**src/rtl/mod_reduce.sv**
```systemverilog
// Sequential restoring divider: reduces the multiplier product modulo a small
// modulus, one quotient bit per clock, with a start/done handshake.
module mod_reduce #(
    parameter int DW = 12,
    parameter int MW = 6
) (
    input  logic          clk,
    input  logic          rst,
    input  logic          start,
    input  logic [DW-1:0] dividend,
    input  logic [MW-1:0] modulus,
    output logic          busy,
    output logic          done,
    output logic [MW-1:0] remainder,
    output logic [DW-1:0] quotient,
    output logic          div_err
);
    localparam int CW = $clog2(DW + 1);

    typedef enum logic [1:0] {IDLE, CALC, ERR} state_t;

    state_t        state, state_nx;
    logic [DW-1:0] dq_q;     // dividend shifts out the top while quotient bits fill the bottom
    logic [MW-1:0] mod_q;
    logic [MW:0]   prem_q;
    logic [CW-1:0] cnt_q;

    logic [MW+1:0] wide;
    logic [MW:0]   diff;
    logic [MW:0]   prem_nx;
    logic [DW-1:0] dq_nx;
    logic          qbit;
    logic          last;

    assign wide    = {prem_q, dq_q[DW-1]};
    assign qbit    = (wide >= {2'b00, mod_q});
    assign diff    = (MW+1)'(wide - {2'b00, mod_q});
    assign prem_nx = qbit ? diff : wide[MW:0];
    assign dq_nx   = {dq_q[DW-2:0], qbit};
    assign last    = (cnt_q == CW'(1));
    assign busy    = (state != IDLE);

    always_ff @(posedge clk or posedge rst) begin
        if (rst) state <= IDLE;
        else     state <= state_nx;
    end

    always_comb begin
        state_nx = state;
        case (state)
            IDLE:    if (start) state_nx = (modulus != '0) ? CALC : ERR;
            CALC:    if (last) state_nx = IDLE;
            ERR:     state_nx = IDLE;
            default: state_nx = IDLE;
        endcase
    end

    always_ff @(posedge clk or posedge rst) begin
        if (rst) begin
            dq_q      <= '0;
            mod_q     <= '0;
            prem_q    <= '0;
            cnt_q     <= '0;
            done      <= 1'b0;
            div_err   <= 1'b0;
            remainder <= '0;
            quotient  <= '0;
        end else begin
            done <= 1'b0;
            case (state)
                IDLE: begin
                    if (start) begin
                        div_err <= 1'b0;
                        if (modulus != '0) begin
                            dq_q   <= dividend;
                            mod_q  <= modulus;
                            prem_q <= '0;
                            cnt_q  <= CW'(DW);
                        end
                    end
                end
                CALC: begin
                    prem_q <= prem_nx;
                    dq_q   <= dq_nx;
                    cnt_q  <= cnt_q - CW'(1);
                    if (last) begin
                        remainder <= prem_nx[MW-1:0];
                        quotient  <= dq_nx;
                        done      <= 1'b1;
                    end
                end
                ERR: begin
                    done      <= 1'b1;
                    div_err   <= 1'b1;
                    quotient  <= '1;
                    remainder <= '0;
                end
                default: ;
            endcase
        end
    end
endmodule
```
**config.mk**
```make
export PLATFORM = sky130hd
export DESIGN_NAME = mod_reduce
export DESIGN_NICKNAME = d
export VERILOG_FILES = /design/src/rtl/mod_reduce.sv
export SDC_FILE = /design/constraint.sdc
export NUM_CORES = 1
export LEC_CHECK = 0
export CAP_MARGIN = 20
export CORE_ASPECT_RATIO = 1.2
export CORE_MARGIN = 4
export CORE_UTILIZATION = 48
export CTS_BUF_LIST = sky130_fd_sc_hd__clkbuf_16
export CTS_CLUSTER_DIAMETER = 120
export CTS_CLUSTER_SIZE = 12
export DETAILED_ROUTE_END_ITERATION = 6
export GPL_TIMING_DRIVEN = 0
export PLACE_DENSITY = 0.83
export SLEW_MARGIN = 20
export SYNTH_ARGS = -nofsm -noshare
export SYNTH_HDL_FRONTEND = slang
export SYNTH_SLANG_ARGS = --single-unit
```
**constraint.sdc**
```tcl
create_clock -name clk -period 2.3 [get_ports clk]
set_input_delay 0.345 -clock clk [delete_from_list [all_inputs] [get_ports clk]]
set_output_delay 0.345 -clock clk [all_outputs]
set_load 0.005 [all_outputs]
```
# == Word level (Yosys, flattened, before mapping) ==
# Index checks and enable logic that the tools add are counted.
# word_totals
ff_bits,51
inputBits,21
output_inout_bits,21
word_cells,51
# op_classes
n_addsub,2
n_lt_le_gt_ge,1
n_eq_ne,6
mux,22
n_reduce_logical,11
# op_table
op,n
$pmux W12 S2,2
$mux W12,3
$mux W7,3
$pmux W7 S2,1
$pmux W6 S2,1
$ge A8 B6 Y1,1
$mux W4,2
$pmux W4 S2,1
$reduce_bool A2 Y1,4
$sub A7 B6 Y7,1
$mux W2,3
$mux W6,1
$ne A2 B2 Y1 const B,3
$reduce_and A2 Y1,3
$reduce_and A3 Y1,2
$reduce_bool A6 Y1,1
$eq A4 B1 Y1 const B,1
$pmux W1 S2,2
$pmux W2 S2,1
$sub A4 B1 Y4 const B,1
$eq A2 B1 Y1 const B,1
$eq A2 B2 Y1 const B,1
$logic_not A2 Y1,1
$mux W1,2

# == Depth between registers and ports, before layout ==
# depth
word_depth,4
mapped_depth,10
ltp_nobuf,10

# == Worst setup path after synthesis ==
# No wires, ideal clock.
# synth_path
path_kind,register -> register
start,register dq_q[11]
end,register prem_q[0]
setup_time_ps,78
arrival_ps,2081
required_ps,2222
path_slack_ps,141
stages_incl_launch_ff,10
n_path_buf,0
synth_period_minus_slack_ps,2159
cell_sequence,dfrtp_1 inv_1 ha_1 inv_1 fa_1 a211oi_1 nor2_1 a21oi_4 mux2_4 o21ai_1
# synth_between
elab_chain_cells,3
word_cells_on_any_way,4
cone_classes,add/sub (1); order compare (1); mux (2)
# synth_lines
item,line_no,rtl
start: declaration,23,logic [DW-1:0] dq_q;
start signal: assignment,75,dq_q <= dividend;
start signal: assignment,84,dq_q <= dq_nx;
$sub A7 B6 Y7 / $ge A8 B6 Y1 (equally long branches),"37, 36",
$mux W7 *,38,assign prem_nx = qbit ? diff : wide[MW:0];
$pmux W7 S2 *,70,case (state)
end signal: assignment,83,prem_q <= prem_nx;
end: declaration,25,logic [MW:0] prem_q;
# Mark *: on every way between the ends. The rest lies on a longest branch, timed or not.
# A chain may end at the register's enable or synchronous reset.

# == Worst setup path in the final report ==
# layout_path
start,register prem_q[4]
end,register prem_q[0]
# layout_between
elab_chain_cells,3
# layout_lines
item,line_no,rtl
$ge A8 B6 Y1,36,"assign qbit = (wide >= {2'b00, mod_q});"
$mux W7,38,
$pmux W7 S2,70,
# No other way between the ends.

==> results.md <==
* Layout cells sized above 1 at 11.01%
* Internal power at 2994 uW
* Crit Path Max Fanout at 9
* Max-cap viol count at 0
* Power per cell area at 1479 nW/um^2
* Primary FF master, synth: dfrtp_1
* Max Root-Sink Buffers at 2
* CTS Sinks at 51
* Class of the worst hold path: primary input to async pin
* Sequential area share after synthesis at 49.54%
* Synth Net Count at 295
* Critical R2R Launch: prem_q[4]
* Leak pwr at 0.001487 uW
* CP delay by family, top: compound AO/OA/AOI/OAI gates
* Mapped Cells at 262
* Max VDD drop at 0.0009062 V
* Mapped cell area at 2576 um^2
* Setup ws final at 0.05464 ns
* DP HPWL at 4.440 mm
* Mean Syn Cell Area at 9.833 um^2
* Final wirelength at 6.276 mm
* Final period utilization at 97.62%
* Switching part of the total power at 39.11%
* Yosys cell types at 46
* Critical path class: flop to flop
* Pins Over Slew Limit at 0
* CORE AREA at 5080 um^2
* Worst Setup End Kind: flop
* Buf/Inv on CP at 2
* Largest net degree at the start of global routing at 27
* Setup violations, final at 0
* Least-Margin Pin Slew at 0.6834 ns
* Initial DRT Pass Iterations at 4
* Number of global-route vias before repair at 2268
* Share of the synthesized area in the top cell type at 49.54%
* CP startpoint: prem_q[4]
* Flops & latches, synth at 51
* CP Launch Type: flop
* Clk pwr share at 16.8%
* I/O Pins at 42
* Total track usage at 21.11%
* Critical-path cell list: ha_1 -> buf_6 -> a2111oi_4 -> o21ai_2 -> a21oi_4 -> buf_6 -> mux2_4 -> o21ai_1
* Power share of the combinational group at 52.6%
* Clock slew at reported path FFs at 0.07 ns
* DRT iter0 DRCs at 155
* Total Nets Final at 350
* Row count at 28
* Final Hold Vio Count at 0
* Grt total ovfl at 0
* Cts bufs inserted at 5
* Post-synth EDFFs at 0
* First-pass GRT wire length at 10.54 mm
* YS warnings at 0
* Area contributors post-synth: dfrtp_1 50%, o21ai_0 6.8%, nand2_1 6.1%, ha_1 5.3%, mux2i_1 5.1%
* Status: finished clean
* CTS tree: yes
* RSZ-0062 raised after global routing: true
* Starting Density at 50.71%
* Non-filler instance count after layout at 378
* Fmax at 445.4 MHz
* Antenna violations before repair at 0
* Pre-CTS WS at -0.1210 ns
* Crit-path max cell delay at 0.44 ns
* Worst path required time at 2.52 ns
* XOR/XNOR Fraction of Synth Area at 0.3400%
* Die Span Y at 88.25 um
* Post-synthesis async set-or-reset flop share at 100.0%
* Die Wd at 74.88 um
* Port bufs at 41
* Adder-cell area share of the yosys netlist at 6.119%
* Sequential Power Share at 30.6%
* Gpl congestion at 0.8273
* Critical-path top delay cell: a2111oi_4
* Crit path DAT at 2.46 ns
* # DRC at 0
* CP most frequent cell: buf_6
* Largest family of logic cells by synthesized area: compound AO/OA/AOI/OAI gates
* Slew headroom at 54.44%
* Diodes inserted at 0
* Multiplexer share of the synthesized area at 6.071%
* Final ANT Viol Nets at 0
* Drt wl/cell at 16.60 um
* Area delta synth->final at 29.04%
* Die ar. at 6608 um^2
* CTS Root Cell: clkbuf_16
* Clk_lat worst skew at 0.29 ns
* Post-synthesis simple-gate area fraction at 13.70%
* Cell taking the most area after synthesis: dfrtp_1
* Synth Area in Compound Gates at 20.01%
* DP Cell Count at 364
* Tot Pwr at 4917 uW
* Routed vias at 2195
* Worst R2R Setup Slack at 0.05 ns
* NetSw at 1923 uW
* Setup Skew at 0.01012 ns
* Period minus WS final at 2.245 ns
* Setup TNS Final at 0 ns
* DR vias/cell at 5.807
* # H-tree levels at 2
[final timing paths]
| kind | endpoint | depth (start not counted) |
|---|---|---|
| hold / removal | dq_q[1] | 2 |
| max in group asynchronous | cnt_q[0] | 3 |
| setup / recovery | prem_q[0] | 8 |
| setup reg to reg | prem_q[0] | 8 |
| min in group clk | quotient[6] | 1 |
| hold reg to reg | quotient[6] | 1 |
[per-stage QoR]
step | area [um^2] | hold slack [ns] | utilization (%)
6_report | 3324 | 0.4204 | 65.44
5_1_grt | 3324 | 0.4672 | 65.44
4_1_cts | 3268 | 0.4352 | 64.34
3_5_place_dp | 3082 | 0.4763 | 60.67
3_3_place_gp | 3062 | 0.4618 | 60.27
2_1_floorplan | 2576 | 0.4498 | -
[layer usage]
layer	global-route usage, %	vias up	share of wire, %
li1	-	1036	-
met1	25.96	1053	40
met2	35.50	91	52
met3	4.205	15	5.3
met4	9.547	0	2.9
met5	0	-	0
[sequential cells by signal (all words and copies together), names as in the netlist]
signal and count:
quotient 12, state 2, dq_q 12, mod_q 6
div_err 1, remainder 6, done 1, prem_q 7
cnt_q 4
[layout by cell type (no fill, tap or decap), types with 2 or more instances in the layout]
| cell type | n |
|---|---|
| nand2_1 | 42 |
| nor2_1 | 10 |
| a21oi_1 | 7 |
| a21o_1 | 2 |
| nand2b_1 | 2 |
| o22a_1 | 9 |
| nor2b_1 | 3 |
| ha_1 | 10 |
| buf_4 | 4 |
| dfrtp_1 | 51 |
| clkbuf_1 | 6 |
| buf_2 | 2 |
| a22o_1 | 3 |
| and3_1 | 2 |
| nor3_1 | 3 |
| inv_1 | 13 |
| buf_6 | 3 |
| inv_2 | 2 |
| a21oi_2 | 2 |
| nand3_1 | 8 |
| clkdlybuf4s50_1 | 41 |
| a211oi_2 | 2 |
| o21ai_0 | 34 |
| clkbuf_2 | 2 |
| o22ai_1 | 2 |
| o21ai_1 | 5 |
| clkbuf_16 | 5 |
| mux2i_1 | 13 |
| nand4_1 | 3 |
[cells in the mapped netlist (2+ instances only)]
library cell,count
a211oi_1,2
a21o_1,2
a21oi_1,9
a22o_1,3
and3_1,2
buf_2,2
clkbuf_1,6
dfrtp_1,51
ha_1,11
inv_1,15
mux2i_1,13
nand2_1,42
nand2b_1,2
nand3_1,8
nand4_1,3
nor2_1,11
nor2b_1,3
nor3_1,3
o21ai_0,35
o21ai_1,4
o22a_1,9
o22ai_1,2
[power by group through the flow]
stage | clock, uW | sequential (uW) | combinational [uW]
finish | 826 | 1510 | 2580
global route | 883 | 1560 | 2850
CTS | 837 | 1500 | 2410
detailed placement | 0 | 1510 | 2270
global placement | 0 | 1510 | 2200
floorplan | 0 | 1470 | 1580
[cell families (layout without fill, tap and decap cells)]
logic type,after synthesis,after routing
xor gates and xnor gates,1,1
and+or+nand+nor,79,79
adders and majority gates,12,12
DFF,51,51
muxes,15,15
buffers and inverters,26,82
AOI/OAI and AO/OA,78,78
[worst register-to-register path, stage by stage, from the launching register on]
cell and delay, ns:
dfrtp_1 0.40, ha_1 0.29, buf_6 0.15, a2111oi_4 0.44
o21ai_2 0.15, a21oi_4 0.18, buf_6 0.14, mux2_4 0.31
o21ai_1 0.13
[repair_timing]
item / in CTS / in global routing
pin swaps: 1 / 3
buffers inserted: 3 / 3
gates resized for setup: 0 / 12
gates cloned: 0 / 0
endpoints found under the setup margin: 11 / 23
hold buffers: 0 / 0
[cell type report]
type	count	area [um^2]
multi-input cells	185	1216
fillers	373	1755
clock buffers	5	125.1
inverters	15	56.30
repair buffers	48	483.0
plain buffers	11	53.80
clock inverters	3	38.79
well taps	60	75.07
flip-flops and latches	51	1276
Note: power is estimated with default switching activity, not from simulation.
